[src/rtl/fpu_pkg.sv]
// Shared definitions for the fpu block and its result checker.
//   FP_W            : IEEE-754 single-precision word width
//   OP_*            : fpu opcode encodings
//   ULP_TOL_DEFAULT : default raw bit-pattern distance accepted as a match
//   state_t         : result-checker FSM states
package fpu_pkg;

  localparam int FP_W = 32;

  localparam logic [1:0] OP_ADD = 2'b00;
  localparam logic [1:0] OP_SUB = 2'b01;
  localparam logic [1:0] OP_DIV = 2'b10;
  localparam logic [1:0] OP_MUL = 2'b11;

  localparam logic [FP_W-1:0] ULP_TOL_DEFAULT = 32'd2;

  typedef enum logic [1:0] {
    IDLE  = 2'd0,
    RUN   = 2'd1,
    DRAIN = 2'd2,
    DONE  = 2'd3
  } state_t;

endpackage

[src/rtl/fpu_ulp_cmp.sv]
// Combinational ULP-distance comparator.
// Ports:
//   exp_val : expected single-precision pattern
//   got_val : observed single-precision pattern
//   tol     : largest accepted raw-pattern distance (unsigned)
//   pass    : 1 when the patterns are within tol of each other
// The distance is taken on the raw 32-bit patterns, modulo 2^32, in both
// directions. NaNs and signs get no special treatment, so a sign mismatch
// is a large distance and fails.
module fpu_ulp_cmp
  import fpu_pkg::*;
(
  input  logic [FP_W-1:0] exp_val,
  input  logic [FP_W-1:0] got_val,
  input  logic [FP_W-1:0] tol,
  output logic            pass
);

  logic [FP_W-1:0] d_up;
  logic [FP_W-1:0] d_dn;

  assign d_up = got_val - exp_val;
  assign d_dn = exp_val - got_val;
  assign pass = (d_up <= tol) || (d_dn <= tol);

endmodule

[config.mk]
export PLATFORM = sky130hd
export DESIGN_NAME = fpu_ulp_cmp
export DESIGN_NICKNAME = d
export VERILOG_FILES = /design/src/rtl/fpu_pkg.sv /design/src/rtl/fpu_ulp_cmp.sv
export SDC_FILE = /design/constraint.sdc
export NUM_CORES = 1
export LEC_CHECK = 0
export BUFFER_PORTS_ARGS = -buffer_cell sky130_fd_sc_hd__buf_2
export CORE_AREA = 2 2 124 126
export DETAILED_ROUTE_END_ITERATION = 8
export DIE_AREA = 0 0 126 128
export PLACE_DENSITY_LB_ADDON = 0.15
export SYNTH_ARGS = -nofsm -noshare
export SYNTH_HDL_FRONTEND = slang
export SYNTH_SLANG_ARGS = --single-unit
[constraint.sdc]
create_clock -name vclk -period 5.96
set_input_delay 0.894 -clock vclk [all_inputs]
set_output_delay 0.894 -clock vclk [all_outputs]
set_load 0.02 [all_outputs]
After elaboration in Yosys (flattened, before gate mapping). Cells that the tools add are included.

Output and inout port bits: 1. Word-level logic and storage cells: 5. Input port bits: 96. Flip-flop bits (word level): 0.

Reductions and logical operators: 1. Add/subtract/negate cells: 2. Magnitude comparators: 2.

Operators by type and width (count): <= comparator 32 bit (2); subtractor 32 bit (2); logical OR 1 bit (1).

Depth between registers and ports, before layout. Gate-level depths: netlist of run 1.

Word-level depth: 3. Gate-level depth with buffers: 19. Gate-level depth less buffers: 19.

Worst setup path before layout of run 1. Ideal clock, no wire load.

Kind: input port to output port. Start: input got_val[0]. End: output pass. Required time: 5066 ps. Slack: 1148 ps. Arrival time: 3918 ps. Stages on the path: 16. Buffers on the path: 0. Cells stage by stage: inv_1 -> ha_1 -> fa_1 -> nand2b_1 -> a2111oi_0 -> a211o_1 -> a21oi_2 -> o21bai_2 -> a21oi_1 -> xnor2_1 -> ha_1 -> a21o_1 -> a21o_1 -> a221oi_1 -> o21ai_0 -> o211ai_1.

Cells in the longest elaborated chain, start to end: 3.

RTL lines: start: declaration (RTL line fpu_ulp_cmp.sv:14) `input logic [FP_W-1:0] got_val,`; subtractor 32 bit (on tied branches) (RTL line fpu_ulp_cmp.sv:22, fpu_ulp_cmp.sv:23); <= comparator 32 bit (RTL line fpu_ulp_cmp.sv:24) `assign pass = (d_up <= tol) || (d_dn <= tol);`; logical OR 1 bit * (RTL line fpu_ulp_cmp.sv:24); end: declaration (RTL line fpu_ulp_cmp.sv:16) `output logic pass`.

Every way passes the cells marked *; elsewhere a longest branch is shown, timed or not.

Worst setup path in the final report of run 1.
Start: input exp_val[6]. End: output pass.

Cells in the longest elaborated chain, start to end: 3.

RTL lines: start: declaration (RTL line fpu_ulp_cmp.sv:13) `input logic [FP_W-1:0] exp_val,`; subtractor 32 bit (on tied branches) (RTL line fpu_ulp_cmp.sv:22, fpu_ulp_cmp.sv:23); <= comparator 32 bit (RTL line fpu_ulp_cmp.sv:24); logical OR 1 bit * (RTL line fpu_ulp_cmp.sv:24).

Marks and branches as above.

==> metrics.yaml, run 1 <==
hold_path:
  timing.hold.worst.start: "tol[31]"
  hp-class: "in -> out"
  min_to: "pass"
  cell_depth_of_the_worst_min_delay_path: 7
power_and_ir_drop:
  total_leakage_power_uw: 0.003014
  p_per_area_mw_per_mm2: 124.0
  worst_ir_drop_vdd_v: 0.00004319
timing:
  timing_worst_slew_pin_value_ps: 897.7
  min_cycle_time_layout_ps: 5653
  rsz0062_at_grt: "no"
  tns_setup_ps: 0
  setup_viol: 0
  achievable-frequency_ghz: 0.1769
  final_max_slew_viol_count: 0
  max_slew_margin_pct: 39.61
  final_min_period_over_clock_period_pct: 94.85
  timing_hold_violations_final: 0
run_status:
  run_status: "finished clean"
die:
  rows: 45
  design.core.area_mm2: 0.01486
  die_height_um: 128
  start_util_pct: 34.01
  pin_count: 97
  die_area_mm2: 0.01613
  die_x_um: 126
routing:
  viasPerCell: 5.266
  number_of_optimization_iterations_in_the_first_detailed_route_pass: 5
  drt_iter0_markers: 333
  routed_via_count: 5176
  antenna_violating_nets_post_route: 0
  wire_per_inst_um: 16.48
  total_wirelength_mm: 16.20
  drc: 0
synth:
  synth-warning-count: 0
  yosysUniqueCellTypes: 57
  synthesis.area_mm2: 0.005055
  synth_sequential_area_ratio_pct: 0
  cell_taking_the_most_area_after_synthesis: "sky130_fd_sc_hd__ha_1"
  synthTopCellsByArea: "sky130_fd_sc_hd__ha_1 31%, sky130_fd_sc_hd__a21oi_1 9.2%, sky130_fd_sc_hd__inv_1 7.7%, sky130_fd_sc_hd__xnor2_1 5.5%, sky130_fd_sc_hd__xor2_1 4.7%"
  synth_fp_nets: 941
  synth.top_cell.area_share_pct: 30.94
  synth_area_per_cell_um2: 7.040
  post_synth_inst_count: 718
layout:
  diodes: 0
  clkbuf_count: 0
  post_route_cells_drive_above_1_share_pct: 16.48
  layout.nets: 1020
  final-seq-area_um2: 0
  finalInstanceArea_mm2: 0.005668
  synthToLayoutAreaGrowth_pct: 12.13
  design.seq.count: 0
grt:
  grtUsageTotal_pct: 19.77
  grt.overflow.total: 0
  grt_start_max_net_pins: 14
  grt_first_pass_wirelength_mm: 26.21
  grt_antenna_before_repair: 0
  grt_pass1_vias: 5249
clocking:
  cts-hold-fix-buffers: 0
setup_path:
  critical-path-top-cell-by-count: "sky130_fd_sc_hd__a21o_1"
  cp_slowest_stage_delay_ps: 470
  worst-setup-path-type: "in -> out"
  path_cells: "buf_2, inv_1, ha_1, a21o_1, a221oi_4, nor3_1, a2111oi_2, o21ai_1, a211oi_2, xnor2_1, ha_1, a21o_1, a21o_1, a221oi_1, o21ai_0, o211ai_1, buf_2"
  critical_path.max_fanout: 13
  crit_path_top_delay_cell: "sky130_fd_sc_hd__ha_1"
  worst-endpoint-required_ps: 5070
  worst_setup_path_start_kind: "input port"
  cp-end-kind: "output port"
  critical_path_arrival_ps: 4760
flow_run:
  cap_viol_max_count: 0
place:
  finalWeightedCongestion: 0.9358
  placed_cell_area_mm2: 0.005659
  dp_hpwl_mm: 14.49
  numPortBuffers: 97
## stage by stage
stage / utilization (%) / setup WS (ps) / power (uW) / std cells / hold slack, ps
after floorplan: - / 1148 / 499.8 / 718 / 2283
after global routing: 38.13 / 11.18 / 793.3 / 983 / 2593
after detailed placement: 38.07 / 149.1 / 696.3 / 983 / 2513
after global placement: 38.07 / 93.72 / 691.0 / 983 / 2497
final: 38.13 / 306.7 / 702.8 / 983 / 2502
after CTS: 38.07 / 121.9 / 701.9 / 983 / 2507
## critical path: cells and delay by family
kind,cells,cell delay [ps]
fa+ha+maj,2,760
simple gates,1,130
buf+inv,3,340
xor+xnor,1,180
compound gates,10,2460
## cell families after synthesis
| logic type | Yosys count | share of synthesized area, % |
|---|---|---|
| AOI/OAI and AO/OA | 233 | 29.55 |
| buffers and inverters | 132 | 11.21 |
| adders and majority gates | 127 | 31.73 |
| xor gates and xnor gates | 59 | 10.22 |
| and+or+nand+nor | 167 | 17.28 |
## cells in the final DEF (no fill, tap or decap), types with 6 or more instances in the layout
cell type	count
sky130_fd_sc_hd__ha_1	125
sky130_fd_sc_hd__inv_1	104
sky130_fd_sc_hd__buf_2	97
sky130_fd_sc_hd__a21oi_1	93
sky130_fd_sc_hd__nand2_1	48
sky130_fd_sc_hd__nor2_1	40
sky130_fd_sc_hd__o21ai_0	39
sky130_fd_sc_hd__xnor2_1	32
sky130_fd_sc_hd__a21o_1	29
sky130_fd_sc_hd__xor2_1	27
sky130_fd_sc_hd__nand4_1	22
sky130_fd_sc_hd__o21bai_1	10
sky130_fd_sc_hd__nor3_1	9
sky130_fd_sc_hd__nand3_1	8
sky130_fd_sc_hd__buf_4	8
sky130_fd_sc_hd__nand2b_1	7
sky130_fd_sc_hd__o21ai_1	7
sky130_fd_sc_hd__nor2b_1	7
sky130_fd_sc_hd__a21oi_2	6
sky130_fd_sc_hd__a31oi_1	6
sky130_fd_sc_hd__o21a_1	6
## layer usage
| layer | track usage [%] | vias to the layer above | wire length, um |
|---|---|---|---|
| met1 | 27.00 | 2354 | 7589 |
| li1 | - | 2669 | - |
| met4 | 2.973 | 0 | 291 |
| met5 | 0 | - | 0 |
| met3 | 0.2922 | 20 | 552 |
| met2 | 35.67 | 133 | 7762 |
## worst max-delay path by stage
stage / from / to / slack [ps]
floorplan: got_val[0] / pass / 1150
global placement: exp_val[0] / pass / 90
detailed placement: exp_val[0] / pass / 150
CTS: exp_val[0] / pass / 120
global route: exp_val[0] / pass / 10
finish: exp_val[6] / pass / 310
## where the power goes
| group | total, uW | switching [uW] | internal [uW] | leakage [uW] |
|---|---|---|---|---|
| registers | 0 | 0 | 0 | 0 |
| logic | 703 | 416 | 287 | 0.00301 |
| clock network | 0 | 0 | 0 | 0 |
## cell type report
| cell class | count | area, um2 |
|---|---|---|
| Fill cell | 1686 | 9196 |
| Inverter | 104 | 390.4 |
| Multi-Input combinational cell | 586 | 4497 |
| Tap cell | 188 | 235.2 |
| Timing Repair Buffer | 105 | 545.5 |
## timing repair
item,CTS,global route
hold endpoints to repair,0,0
buffers inserted,0,0
gates resized for setup,0,3
setup endpoints to repair,0,1
## cell usage after synthesis (6+ instances only)
library cell,instances
sky130_fd_sc_hd__a21o_1,29
sky130_fd_sc_hd__nor3_1,9
sky130_fd_sc_hd__nand2b_1,7
sky130_fd_sc_hd__o21bai_1,10
sky130_fd_sc_hd__o21ai_1,7
sky130_fd_sc_hd__xnor2_1,32
sky130_fd_sc_hd__nor2_1,41
sky130_fd_sc_hd__buf_2,15
sky130_fd_sc_hd__a21oi_2,6
sky130_fd_sc_hd__o21ai_0,39
sky130_fd_sc_hd__nand3_1,8
sky130_fd_sc_hd__a31oi_1,6
sky130_fd_sc_hd__ha_1,125
sky130_fd_sc_hd__xor2_1,27
sky130_fd_sc_hd__nand4_1,22
sky130_fd_sc_hd__inv_1,104
sky130_fd_sc_hd__nor2b_1,7
sky130_fd_sc_hd__a21oi_1,93
sky130_fd_sc_hd__o21a_1,6
sky130_fd_sc_hd__nand2_1,48
Note: power is estimated with default switching activity, not from simulation.
==> run 2, diff against run 1 <==
--- a/config.mk
+++ b/config.mk
@@ -5,11 +5,12 @@
 export SDC_FILE = /design/constraint.sdc
 export NUM_CORES = 1
 export LEC_CHECK = 0
-export BUFFER_PORTS_ARGS = -buffer_cell sky130_fd_sc_hd__buf_2
 export CORE_AREA = 2 2 124 126
 export DETAILED_ROUTE_END_ITERATION = 8
 export DIE_AREA = 0 0 126 128
+export DONT_BUFFER_PORTS = 1
 export PLACE_DENSITY_LB_ADDON = 0.15
 export SYNTH_ARGS = -nofsm -noshare
 export SYNTH_HDL_FRONTEND = slang
 export SYNTH_SLANG_ARGS = --single-unit
+export TNS_END_PERCENT = 50
==> run 2 against run 1 <==
Global-route usage is 0.068 points lower. Final area is 9.3% lower. Cell count is 10% lower. Flip-flop and latch count stayed put. Via count is 4.8% lower. Critical endpoint unchanged. Largest cell class unchanged.
==> metrics.yaml, run 2 (synthesis results as in run 1) <==
layout:
  highest_count_cells_in_the_layout_ignoring_fill_and_taps: "125 x sky130_fd_sc_hd__ha_1, 104 x sky130_fd_sc_hd__inv_1, 93 x sky130_fd_sc_hd__a21oi_1"
  post_route_cells_drive_above_1_share_pct: 3.896
  synthToLayoutAreaGrowth_pct: 1.658
  design.seq.count: 0
  final-seq-area_um2: 0
  finish.cell_count_without_fillers: 882
  final_common_cell: "sky130_fd_sc_hd__ha_1"
  fillerInstances: 1650
  finalInstanceArea_mm2: 0.005139
  layout.nets: 918
  clkbuf_count: 0
timing:
  timing_hold_violations_final: 0
  final_min_period_over_clock_period_pct: 93.93
  tns_setup_ps: 0
  achievable-frequency_ghz: 0.1786
  min_cycle_time_layout_ps: 5598
  final_max_slew_viol_count: 0
  setup_viol: 0
  timing_worst_slew_pin_value_ps: 950.8
  rsz0062_at_grt: "no"
  max_slew_margin_pct: 36.05
setup_path:
  critical_path.max_fanout: 11
  worst-setup-path-type: "in -> out"
  timing.critical_path.from: "exp_val[9]"
  worst_setup_path_start_kind: "input port"
  critical_path_arrival_ps: 4700
  cp-end-kind: "output port"
  worst-endpoint-required_ps: 5070
grt:
  grt_antenna_before_repair: 1
  grt.overflow.total: 0
  grt_start_max_net_pins: 14
  grtUsageTotal_pct: 19.70
  grt_pass1_vias: 5190
  grt_first_pass_wirelength_mm: 26.25
clocking:
  cts-hold-fix-buffers: 0
  ctsResizeCount: 0
  cts_setup_buffers: 0
routing:
  number_of_optimization_iterations_in_the_first_detailed_route_pass: 5
  viasPerCell: 5.588
  wire_per_inst_um: 18.18
  drc: 0
  antenna_violating_nets_post_route: 0
  total_wirelength_mm: 16.04
  drt_iter0_markers: 292
  routed_via_count: 4929
run_status:
  run_status: "finished clean"
hold_path:
  timing.hold.worst.start: "tol[31]"
  hp-class: "in -> out"
place:
  numPortBuffers: 0
  finalWeightedCongestion: 0.9199
  dp_hpwl_mm: 14.31
  placed_cell_area_mm2: 0.005136
  numPlacedInstances: 881
flow_run:
  cap_viol_max_count: 0
die:
  design.core.area_mm2: 0.01486
  start_util_pct: 34.01
  pin_count: 97
  die_x_um: 126
  die_area_mm2: 0.01613
  die_height_um: 128
  rows: 45
## run 2: changes by cell type in the layout (fill, tap and decap cells not counted), sizes merged
cell	change
diode	+1
buf	-102
## run 2: path summary, 6_finish.rpt
path | to | slack [ps] | depth (start not counted)
worst max-delay path | pass | 360 | 18
worst min-delay path | pass | 2380 | 6
## run 2: cell type report
cell class / count / area [um2] / area share, %
inverters: 104 / 390.4 / 7.597
well taps: 188 / 235.2 / 4.578
repair buffers: 3 / 22.52 / 0.4383
multi-input cells: 586 / 4488 / 87.34
diodes: 1 / 2.502 / 0.04870
## run 2: routing by layer
layer	wire length, um	share of wire (%)	global-route usage (%)
met1	7203	45	25.40
met2	7872	49	36.40
met3	769	4.8	1.962
met5	0	0	0
met4	193	1.2	2.521
## run 2: worst max-delay path, cell delays in order
cell	delay, ps
sky130_fd_sc_hd__inv_1	20
sky130_fd_sc_hd__ha_1	520
sky130_fd_sc_hd__and4_1	330
sky130_fd_sc_hd__nand3_1	90
sky130_fd_sc_hd__o21ai_0	240
sky130_fd_sc_hd__a21oi_1	100
sky130_fd_sc_hd__o21ai_0	440
sky130_fd_sc_hd__a21oi_1	170
sky130_fd_sc_hd__xnor2_1	220
sky130_fd_sc_hd__ha_1	280
sky130_fd_sc_hd__a21oi_1	140
sky130_fd_sc_hd__o21ai_0	120
sky130_fd_sc_hd__a21oi_1	180
sky130_fd_sc_hd__nor2_1	60
sky130_fd_sc_hd__a2111oi_0	450
sky130_fd_sc_hd__o211ai_1	130
sky130_fd_sc_hd__o211ai_1	130
sky130_fd_sc_hd__buf_4	180
## run 2: per-stage QoR
step / setup WS, ps / utilization, % / hold WS, ps
6_report: 361.6 / 34.57 / 2378
4_1_cts: 380.0 / 34.55 / 2412
3_5_place_dp: 406.9 / 34.55 / 2412
3_3_place_gp: 414.6 / 34.55 / 2407
2_1_floorplan: 1148 / - / 2283
5_1_grt: 153.6 / 34.55 / 2449
==> run 3, diff against run 2 <==
--- a/config.mk
+++ b/config.mk
@@ -9,7 +9,7 @@
 export DETAILED_ROUTE_END_ITERATION = 8
 export DIE_AREA = 0 0 126 128
 export DONT_BUFFER_PORTS = 1
-export PLACE_DENSITY_LB_ADDON = 0.15
+export PLACE_DENSITY_LB_ADDON = 0.12
 export SYNTH_ARGS = -nofsm -noshare
 export SYNTH_HDL_FRONTEND = slang
 export SYNTH_SLANG_ARGS = --single-unit
==> run 3 against run 2 <==
Clock-buffer cell count unchanged. Cell count grew 0.11%. Final area rose by 0.24%. Global-route usage is 0.57 points lower. Worst setup slack better by 37 ps. Sequential share of layout area did not move. Non-clock buffer count grew 2. Via count shrank 0.89%. Flip-flop and latch count is the same. Core utilization increased by 0.084 points. Die area is the same. Highest routed layer unchanged.
==> metrics.yaml, run 3 (synthesis results as in run 1) <==
place:
  finalWeightedCongestion: 0.9067
  numPortBuffers: 0
  place_worst_setup_slack_ps: 433.2
  numPlacedInstances: 883
  dp_hpwl_mm: 14.16
timing:
  max_slew_margin_pct: 48.71
  setup_viol: 0
  tns_setup_ps: 0
  rsz0062_at_grt: "no"
  min_cycle_time_layout_ps: 5561
  worst_slack_ps: 398.5
  timing_worst_slew_pin_value_ps: 762.5
  timing_hold_violations_final: 0
  final_max_slew_viol_count: 0
  final_min_period_over_clock_period_pct: 93.31
  achievable-frequency_ghz: 0.1798
setup_path:
  critical_path_arrival_ps: 4670
  worst-endpoint-required_ps: 5070
  worst-setup-path-type: "in -> out"
  path_cells: "inv_1, ha_1, fa_1, nand2b_1, a2111oi_0, buf_4, a211o_1, a21oi_2, o21bai_2, a21oi_1, xnor2_1, ha_1, nand4_1, nor3_1, nand2_1, nor3_1, a31oi_1, o211ai_1, buf_4"
  crit_path_top_delay_cell: "sky130_fd_sc_hd__a2111oi_0"
  worst_setup_path_start_kind: "input port"
  cp-end-kind: "output port"
  critical_path.max_fanout: 3
  cp_slowest_stage_delay_ps: 440
grt:
  grt_first_pass_wirelength_mm: 25.21
  grt_start_max_net_pins: 14
  grt.overflow.total: 0
  grt_pass1_vias: 5066
  grtUsageTotal_pct: 19.13
  grt_antenna_before_repair: 0
flow_run:
  cap_viol_max_count: 0
hold_path:
  timing.hold.worst.start: "tol[31]"
  cell_depth_of_the_worst_min_delay_path: 6
  min_to: "pass"
  hp-class: "in -> out"
clocking:
  ctsResizeCount: 0
  cts_setup_buffers: 0
  cts-hold-fix-buffers: 0
layout:
  diodes: 0
  multiInputGateArea_mm2: 0.004488
  post_route_cells_drive_above_1_share_pct: 4.173
  finish.cell_count_without_fillers: 883
  fillerInstances: 1677
  synthToLayoutAreaGrowth_pct: 1.906
  final-seq-area_um2: 0
  final_common_cell: "sky130_fd_sc_hd__ha_1"
  layout.nets: 920
  clkbuf_count: 0
  design.seq.count: 0
  highest_count_cells_in_the_layout_ignoring_fill_and_taps: "125 x sky130_fd_sc_hd__ha_1, 104 x sky130_fd_sc_hd__inv_1, 93 x sky130_fd_sc_hd__a21oi_1"
routing:
  number_of_optimization_iterations_in_the_first_detailed_route_pass: 5
  drt_iter0_markers: 272
  viasPerCell: 5.532
  wire_per_inst_um: 17.88
  total_wirelength_mm: 15.79
  drc: 0
  routed_via_count: 4885
  antenna_violating_nets_post_route: 0
die:
  die_height_um: 128
  die_x_um: 126
  start_util_pct: 34.01
  design.core.area_mm2: 0.01486
  die_area_mm2: 0.01613
  rows: 45
  pin_count: 97
power_and_ir_drop:
  worst_ir_drop_vdd_v: 0.00004361
  total_leakage_power_uw: 0.002617
  p_per_area_mw_per_mm2: 127.4
run_status:
  run_status: "finished clean"
==> run 3: changes by cell type in the layout (fill, tap and decap cells not counted), sizes merged <==
cell / change
buf: +2
diode: -1
==> run 3: critical path: cells and delay by family <==
family	cells	cell delay [ps]
buffers and inverters	3	390
adders and majority gates	3	910
AOI/OAI and AO/OA	7	1380
xor gates and xnor gates	1	190
and+or+nand+nor	5	920
==> run 3: routing by layer <==
layer / vias up / part of all wire [%] / GRT usage [%]
li1: 2480 / - / -
met1: 2271 / 46 / 24.92
met2: 120 / 49 / 35.96
met3: 14 / 3.6 / 0.7930
met4: 0 / 1.3 / 2.262
met5: - / 0 / 0
==> run 3: final cells by class <==
cell class	instances	area share [%]
multi-input cells	586	87.13
inverters	104	7.578
repair buffers	5	0.7287
well taps	188	4.566
==> run 3: worst max path at each step <==
stage / cells after the start / start / slack (ps) / end
after floorplan: 16 / got_val[0] / 1150 / pass
after global placement: 16 / exp_val[18] / 450 / pass
after detailed placement: 17 / exp_val[8] / 430 / pass
after CTS: 18 / got_val[0] / 410 / pass
after global routing: 18 / exp_val[8] / 90 / pass
final: 19 / got_val[0] / 400 / pass
==> run 3: power by group <==
part | leakage, uW | total, uW | switching [uW] | internal (uW)
Combinational | 0.00262 | 656 | 396 | 260
Clock | 0 | 0 | 0 | 0
Sequential | 0 | 0 | 0 | 0
==> run 3: per-stage QoR <==
stage,power [uW],area [um2],hold slack [ps],utilization [%]
4_1_cts,658.2,5151,2406,34.65
6_report,656.0,5151,2379,34.65
3_3_place_gp,651.2,5151,2399,34.65
2_1_floorplan,499.8,5055,2283,-
5_1_grt,744.1,5151,2440,34.65
3_5_place_dp,653.7,5151,2406,34.65
